==> src/rtl/synth_pkg.sv <==
// Shared types and constants for the sample mixer that feeds the PWM output stage.
package synth_pkg;

  typedef enum logic [1:0] {
    IDLE  = 2'd0,
    ACCUM = 2'd1,
    SCALE = 2'd2,
    OUT   = 2'd3
  } mix_state_t;

  localparam int SAMPLE_W = 8;
  localparam int VOL_W = 4;
  localparam logic [3:0] VOL_UNITY = 4'd15;

endpackage

==> src/rtl/mix_scaler.sv <==
// Normalises an accumulated voice sum by the active-voice count, then applies
// the master volume, where (volume + 1) / 16 gives unity at full scale.
module mix_scaler
  import synth_pkg::*;
#(
  parameter int NUM_VOICES = 4,
  parameter int SAMPLE_W = 8,
  parameter int VOL_W = 4,
  parameter int ACC_W = SAMPLE_W + $clog2(NUM_VOICES),
  parameter int CNT_W = $clog2(NUM_VOICES + 1)
) (
  input  logic [ACC_W-1:0]    acc,
  input  logic [CNT_W-1:0]    active_cnt,
  input  logic [VOL_W-1:0]    volume,
  output logic [SAMPLE_W-1:0] scaled
);

  localparam int PROD_W = SAMPLE_W + VOL_W + 1;
  localparam logic [ACC_W-1:0] NORM_MAX = ACC_W'((1 << SAMPLE_W) - 1);

  logic [1:0]          shift;
  logic [ACC_W-1:0]    norm_wide;
  logic [SAMPLE_W-1:0] norm;
  logic [VOL_W:0]      vol_plus_one;
  logic [PROD_W-1:0]   product;

  // Shift is ceil(log2(active_cnt)), so the average never exceeds full scale.
  always_comb begin
    shift = 2'd0;
    if (int'(active_cnt) > 4) begin
      shift = 2'd3;
    end else if (int'(active_cnt) > 2) begin
      shift = 2'd2;
    end else if (int'(active_cnt) > 1) begin
      shift = 2'd1;
    end
  end

  always_comb begin
    norm_wide    = acc >> shift;
    norm         = (norm_wide > NORM_MAX) ? {SAMPLE_W{1'b1}} : norm_wide[SAMPLE_W-1:0];
    vol_plus_one = {1'b0, volume} + {{VOL_W{1'b0}}, 1'b1};
    product      = PROD_W'(norm) * PROD_W'(vol_plus_one);
    scaled       = (active_cnt == '0) ? '0 : product[VOL_W +: SAMPLE_W];
  end

endmodule

==> src/rtl/sample_mixer.sv <==
// Serial voice mixer: on each strobe it snapshots the voices, sums them one per
// cycle, normalises, applies volume and presents a held sample to the PWM.
module sample_mixer
  import synth_pkg::*;
#(
  parameter int NUM_VOICES = 4,
  parameter int SAMPLE_W = 8,
  parameter int VOL_W = 4
) (
  input  logic                           clk,
  input  logic                           rst,
  input  logic                           sample_strobe,
  input  logic [NUM_VOICES*SAMPLE_W-1:0] voice_sample,
  input  logic [NUM_VOICES-1:0]          voice_en,
  input  logic [VOL_W-1:0]               volume,
  output logic [SAMPLE_W-1:0]            mixed_sample,
  output logic                           mixed_valid,
  output logic                           busy,
  output logic                           overrun
);

  localparam int ACC_W = SAMPLE_W + $clog2(NUM_VOICES);
  localparam int CNT_W = $clog2(NUM_VOICES + 1);
  localparam int IDX_W = $clog2(NUM_VOICES);
  localparam logic [IDX_W-1:0] LAST_IDX = IDX_W'(NUM_VOICES - 1);

  mix_state_t                     state_q, state_d;
  logic [NUM_VOICES*SAMPLE_W-1:0] sample_snap_q, sample_snap_d;
  logic [NUM_VOICES-1:0]          en_snap_q, en_snap_d;
  logic [VOL_W-1:0]               vol_snap_q, vol_snap_d;
  logic [ACC_W-1:0]               acc_q, acc_d;
  logic [IDX_W-1:0]               idx_q, idx_d;
  logic [CNT_W-1:0]               cnt_q, cnt_d;
  logic [SAMPLE_W-1:0]            scaled_q, scaled_d;
  logic [SAMPLE_W-1:0]            mixed_sample_q, mixed_sample_d;
  logic                           mixed_valid_q, mixed_valid_d;
  logic                           overrun_q, overrun_d;

  logic [SAMPLE_W-1:0] cur_sample;
  logic [SAMPLE_W-1:0] scaler_out;

  assign cur_sample = sample_snap_q[SAMPLE_W*int'(idx_q) +: SAMPLE_W];

  mix_scaler #(
    .NUM_VOICES(NUM_VOICES),
    .SAMPLE_W  (SAMPLE_W),
    .VOL_W     (VOL_W),
    .ACC_W     (ACC_W),
    .CNT_W     (CNT_W)
  ) u_scaler (
    .acc       (acc_q),
    .active_cnt(cnt_q),
    .volume    (vol_snap_q),
    .scaled    (scaler_out)
  );

  always_comb begin
    state_d        = state_q;
    sample_snap_d  = sample_snap_q;
    en_snap_d      = en_snap_q;
    vol_snap_d     = vol_snap_q;
    acc_d          = acc_q;
    idx_d          = idx_q;
    cnt_d          = cnt_q;
    scaled_d       = scaled_q;
    mixed_sample_d = mixed_sample_q;
    mixed_valid_d  = 1'b0;
    overrun_d      = 1'b0;

    // Strobes that arrive mid-mix are dropped; flag them so the PWM side can see jitter.
    if (sample_strobe && (state_q != IDLE)) begin
      overrun_d = 1'b1;
    end

    case (state_q)
      IDLE: begin
        if (sample_strobe) begin
          sample_snap_d = voice_sample;
          en_snap_d     = voice_en;
          vol_snap_d    = volume;
          acc_d         = '0;
          idx_d         = '0;
          cnt_d         = '0;
          state_d       = ACCUM;
        end
      end
      ACCUM: begin
        if (en_snap_q[idx_q]) begin
          acc_d = acc_q + ACC_W'(cur_sample);
          cnt_d = cnt_q + CNT_W'(1);
        end
        idx_d = idx_q + IDX_W'(1);
        if (idx_q == LAST_IDX) begin
          state_d = SCALE;
        end
      end
      SCALE: begin
        scaled_d = scaler_out;
        state_d  = OUT;
      end
      OUT: begin
        mixed_sample_d = scaled_q;
        mixed_valid_d  = 1'b1;
        state_d        = IDLE;
      end
      default: begin
        state_d = IDLE;
      end
    endcase
  end

  always_ff @(posedge clk or posedge rst) begin
    if (rst) begin
      state_q        <= IDLE;
      sample_snap_q  <= '0;
      en_snap_q      <= '0;
      vol_snap_q     <= '0;
      acc_q          <= '0;
      idx_q          <= '0;
      cnt_q          <= '0;
      scaled_q       <= '0;
      mixed_sample_q <= '0;
      mixed_valid_q  <= 1'b0;
      overrun_q      <= 1'b0;
    end else begin
      state_q        <= state_d;
      sample_snap_q  <= sample_snap_d;
      en_snap_q      <= en_snap_d;
      vol_snap_q     <= vol_snap_d;
      acc_q          <= acc_d;
      idx_q          <= idx_d;
      cnt_q          <= cnt_d;
      scaled_q       <= scaled_d;
      mixed_sample_q <= mixed_sample_d;
      mixed_valid_q  <= mixed_valid_d;
      overrun_q      <= overrun_d;
    end
  end

  assign mixed_sample = mixed_sample_q;
  assign mixed_valid  = mixed_valid_q;
  assign overrun      = overrun_q;
  assign busy         = (state_q != IDLE);

endmodule
==> config.mk <==
export PLATFORM = sky130hd
export DESIGN_NAME = sample_mixer
export DESIGN_NICKNAME = d
export VERILOG_FILES = /design/src/rtl/synth_pkg.sv /design/src/rtl/mix_scaler.sv /design/src/rtl/sample_mixer.sv
export SDC_FILE = /design/constraint.sdc
export NUM_CORES = 1
export LEC_CHECK = 0
export CAP_MARGIN = 20
export CORE_UTILIZATION = 62
export CTS_CLUSTER_SIZE = 10
export DETAILED_ROUTE_END_ITERATION = 8
export GPL_TIMING_DRIVEN = 0
export HOLD_SLACK_MARGIN = 0.02
export PLACE_DENSITY = 0.87
export SLEW_MARGIN = 40
export SYNTH_ARGS = -nofsm -noshare
export SYNTH_HDL_FRONTEND = slang
export SYNTH_SLANG_ARGS = --single-unit
export TNS_END_PERCENT = 1
==> constraint.sdc <==
create_clock -name clk -period 8.8 [get_ports clk]
set_input_delay 0.88 -clock clk [delete_from_list [all_inputs] [get_ports clk]]
set_output_delay 0.88 -clock clk [all_outputs]
set_load 0.01 [all_outputs]
==> metrics <==
Final GP Congestion 0.8211; Routed WL 10250 um; Synth Cell Area between 0.004 and 0.005 sq mm; vias in the first global route roughly 3900; syn nets ~530; Worst Setup End Kind register; worst min path class register to register; area leader, netlist dfrtp_1; CTS Buffer Depth 2; post-cts resize count 0; CP Launch Type register; final hold viol count 0; ANT nets after route 0; Buffers on Ports 53; Synth area leaders dfrtp_1 (39%), mux2_2 (11%), ha_1 (8.7%), fa_1 (7.0%), mux4_2 (4.2%); Via density between 5 and 6; I/O pin cnt 54; pre-CTS setup slack roughly 3.6 ns; Setup Skew about 0.011 ns; Max-Cap Viols 0; ANT cells 0; flop-to-flop setup slack ~3.5 ns; critical path arrival between 5 and 6 ns; placed insts around 590; Yosys reg bits 75; Crit Path Class register to register; # rows 31; Unique masters post-synth 56; Final Slew Violations 0; share of cells above drive strength 1 0.1788; initial antenna violation count 0; total iterations of the first detailed-routing run 5; status complete, no violations; Final HPWL DP just under 8000 um; Fin Setup TNS 0 ns; final setup vio count 0; most common cell after layout, fill and taps aside dfrtp_1; top cell type's share of synthesized area 0.3851; first-pass GRT wire length 18070 um; Total GRT Usage 0.2801; H-Tree Depth 3; setup ws final between 3 and 4 ns; CP max FO 10; vias ~3600; Fillers between 400 and 500; Die Height between 90 and 100 um; Initial Util 0.6578; Core ar. about 0.0074 sq mm; DR iter-0 viols 185; Worst slew margin 0.5372; async set or reset register ratio after synthesis 1.000; Routed WL per cell about 17 um; Area growth, synth to finish 17.92%; Ys Warns 0; Syn Area/Cell 11.10 sq um; global route total overflow 0; max frequency between 150 and 200 MHz; ys flop type dfrtp_1; Nets 598; slew of the pin with the lowest slew margin roughly 0.69 ns; full die area between 0.008 and 0.009 sq mm; clock slew at reported path FFs about 0.090 ns; Req. time, crit path approximately 9.0 ns; utilization of the core after routing 0.7757; TritonCTS Buffers 9; Gate Count Post-Synth approximately 440; period utilization 0.6002; Die W a little over 90 um; EDFF count, synth 0; highest-count cells in the layout ignoring fill and taps dfrtp_1 (75), clkdlybuf4s50_1 (53), mux2_2 (49); largest net degree at the start of global routing 58; clock sink count 75; hold buffer count at cts 0; Seq/Total Area, Yosys 0.3851; DRC 0; CTS root buffer clkbuf_8; CTS tree done; setup bufs post-CTS 0; fin cells around 610; Skew-Pair Late Insertion Delay about 0.36 ns; post-layout min period around 5.3 ns; RSZ-0062 raised after global routing false
## per-stage QoR
step / cell area, sq um / hold slack [ns]
2_1_floorplan: 4873 / 0.4451
3_3_place_gp: 5528 / 0.4744
3_5_place_dp: 5560 / 0.4696
4_1_cts: 5746 / 0.5052
5_1_grt: 5747 / 0.5225
6_report: 5747 / 0.5062
## layer usage
| metal | vias up | global-route usage | wire length (um) | part of all wire |
|---|---|---|---|---|
| li1 | 1663 | - | - | - |
| met1 | 1771 | 0.3518 | 4443 | 0.43 |
| met2 | 106 | 0.4792 | 5131 | 0.50 |
| met3 | 24 | 0.05303 | 461 | 0.045 |
| met4 | 0 | 0.1089 | 210 | 0.020 |
| met5 | - | 0 | 0 | 0 |
## cells by family after synthesis
logic type | share of synthesized area
AOI/OAI and AO/OA | 0.1037
muxes | 0.1630
xor gates and xnor gates | 0.02875
adders and majority gates | 0.1571
DFF | 0.3851
and+or+nand+nor | 0.1117
buffers and inverters | 0.05058
## worst paths after layout
kind / end / cells past startpoint / start
max in group asynchronous: acc_q[6] / 3 / rst
hold reg to reg: mixed_sample[7] / 1 / scaled_q[7]
setup / recovery: scaled_q[5] / 18 / cnt_q[2]
hold / removal: mixed_sample[7] / 1 / scaled_q[7]
min in group asynchronous: state_q[1] / 2 / rst
setup reg to reg: scaled_q[5] / 18 / cnt_q[2]
## registers in the layout, summed over array words and instances, names as in the netlist
| register | count |
|---|---|
| acc_q | 10 |
| cnt_q | 3 |
| en_snap_q | 4 |
| idx_q | 2 |
| mixed_sample | 8 |
| mixed_valid | 1 |
| overrun | 1 |
| sample_snap_q | 32 |
| scaled_q | 8 |
| state_q | 2 |
| vol_snap_q | 4 |
## synth_stat cells, drive strengths merged (5+ instances only)
cell type and number:
nor2b 5, buf 9, fa 17, xnor2 12
mux4 9, dfrtp 75, nand2b 13, ha 34
nand3 5, clkbuf 6, a22o 8, a21oi 12
o22ai 7, nand2 25, and2 9, nor2 25
mux2 49, o21ai 13, inv 46
## critical path, cell delays in order (launching register included)
cell	delay [ns]
dfrtp_1	0.38
buf_2	0.18
nand2_1	0.08
a21boi_1	0.49
mux2i_1	0.32
a32o_1	0.26
nor2_1	0.09
fa_1	0.53
fa_1	0.54
inv_1	0.05
fa_1	0.52
inv_1	0.05
ha_1	0.21
or3_1	0.41
a41oi_2	0.22
nor3_2	0.12
or4_1	0.52
nand2_1	0.09
o22ai_1	0.07
## layout make-up
class,count,area (sq um),area share
sequential,75,1877,0.3266
multi-input combinational,303,2750,0.4786
tap,99,123.9,0.02155
buffer,15,75.07,0.01306
clock inverter,6,47.55,0.008273
inverter,46,177.7,0.03092
timing repair buffer,54,558.0,0.09710
clock buffer,10,137.6,0.02395
Power is not shown: default switching activity piles up to over one toggle a cycle in this logic, so the estimate is an artifact.
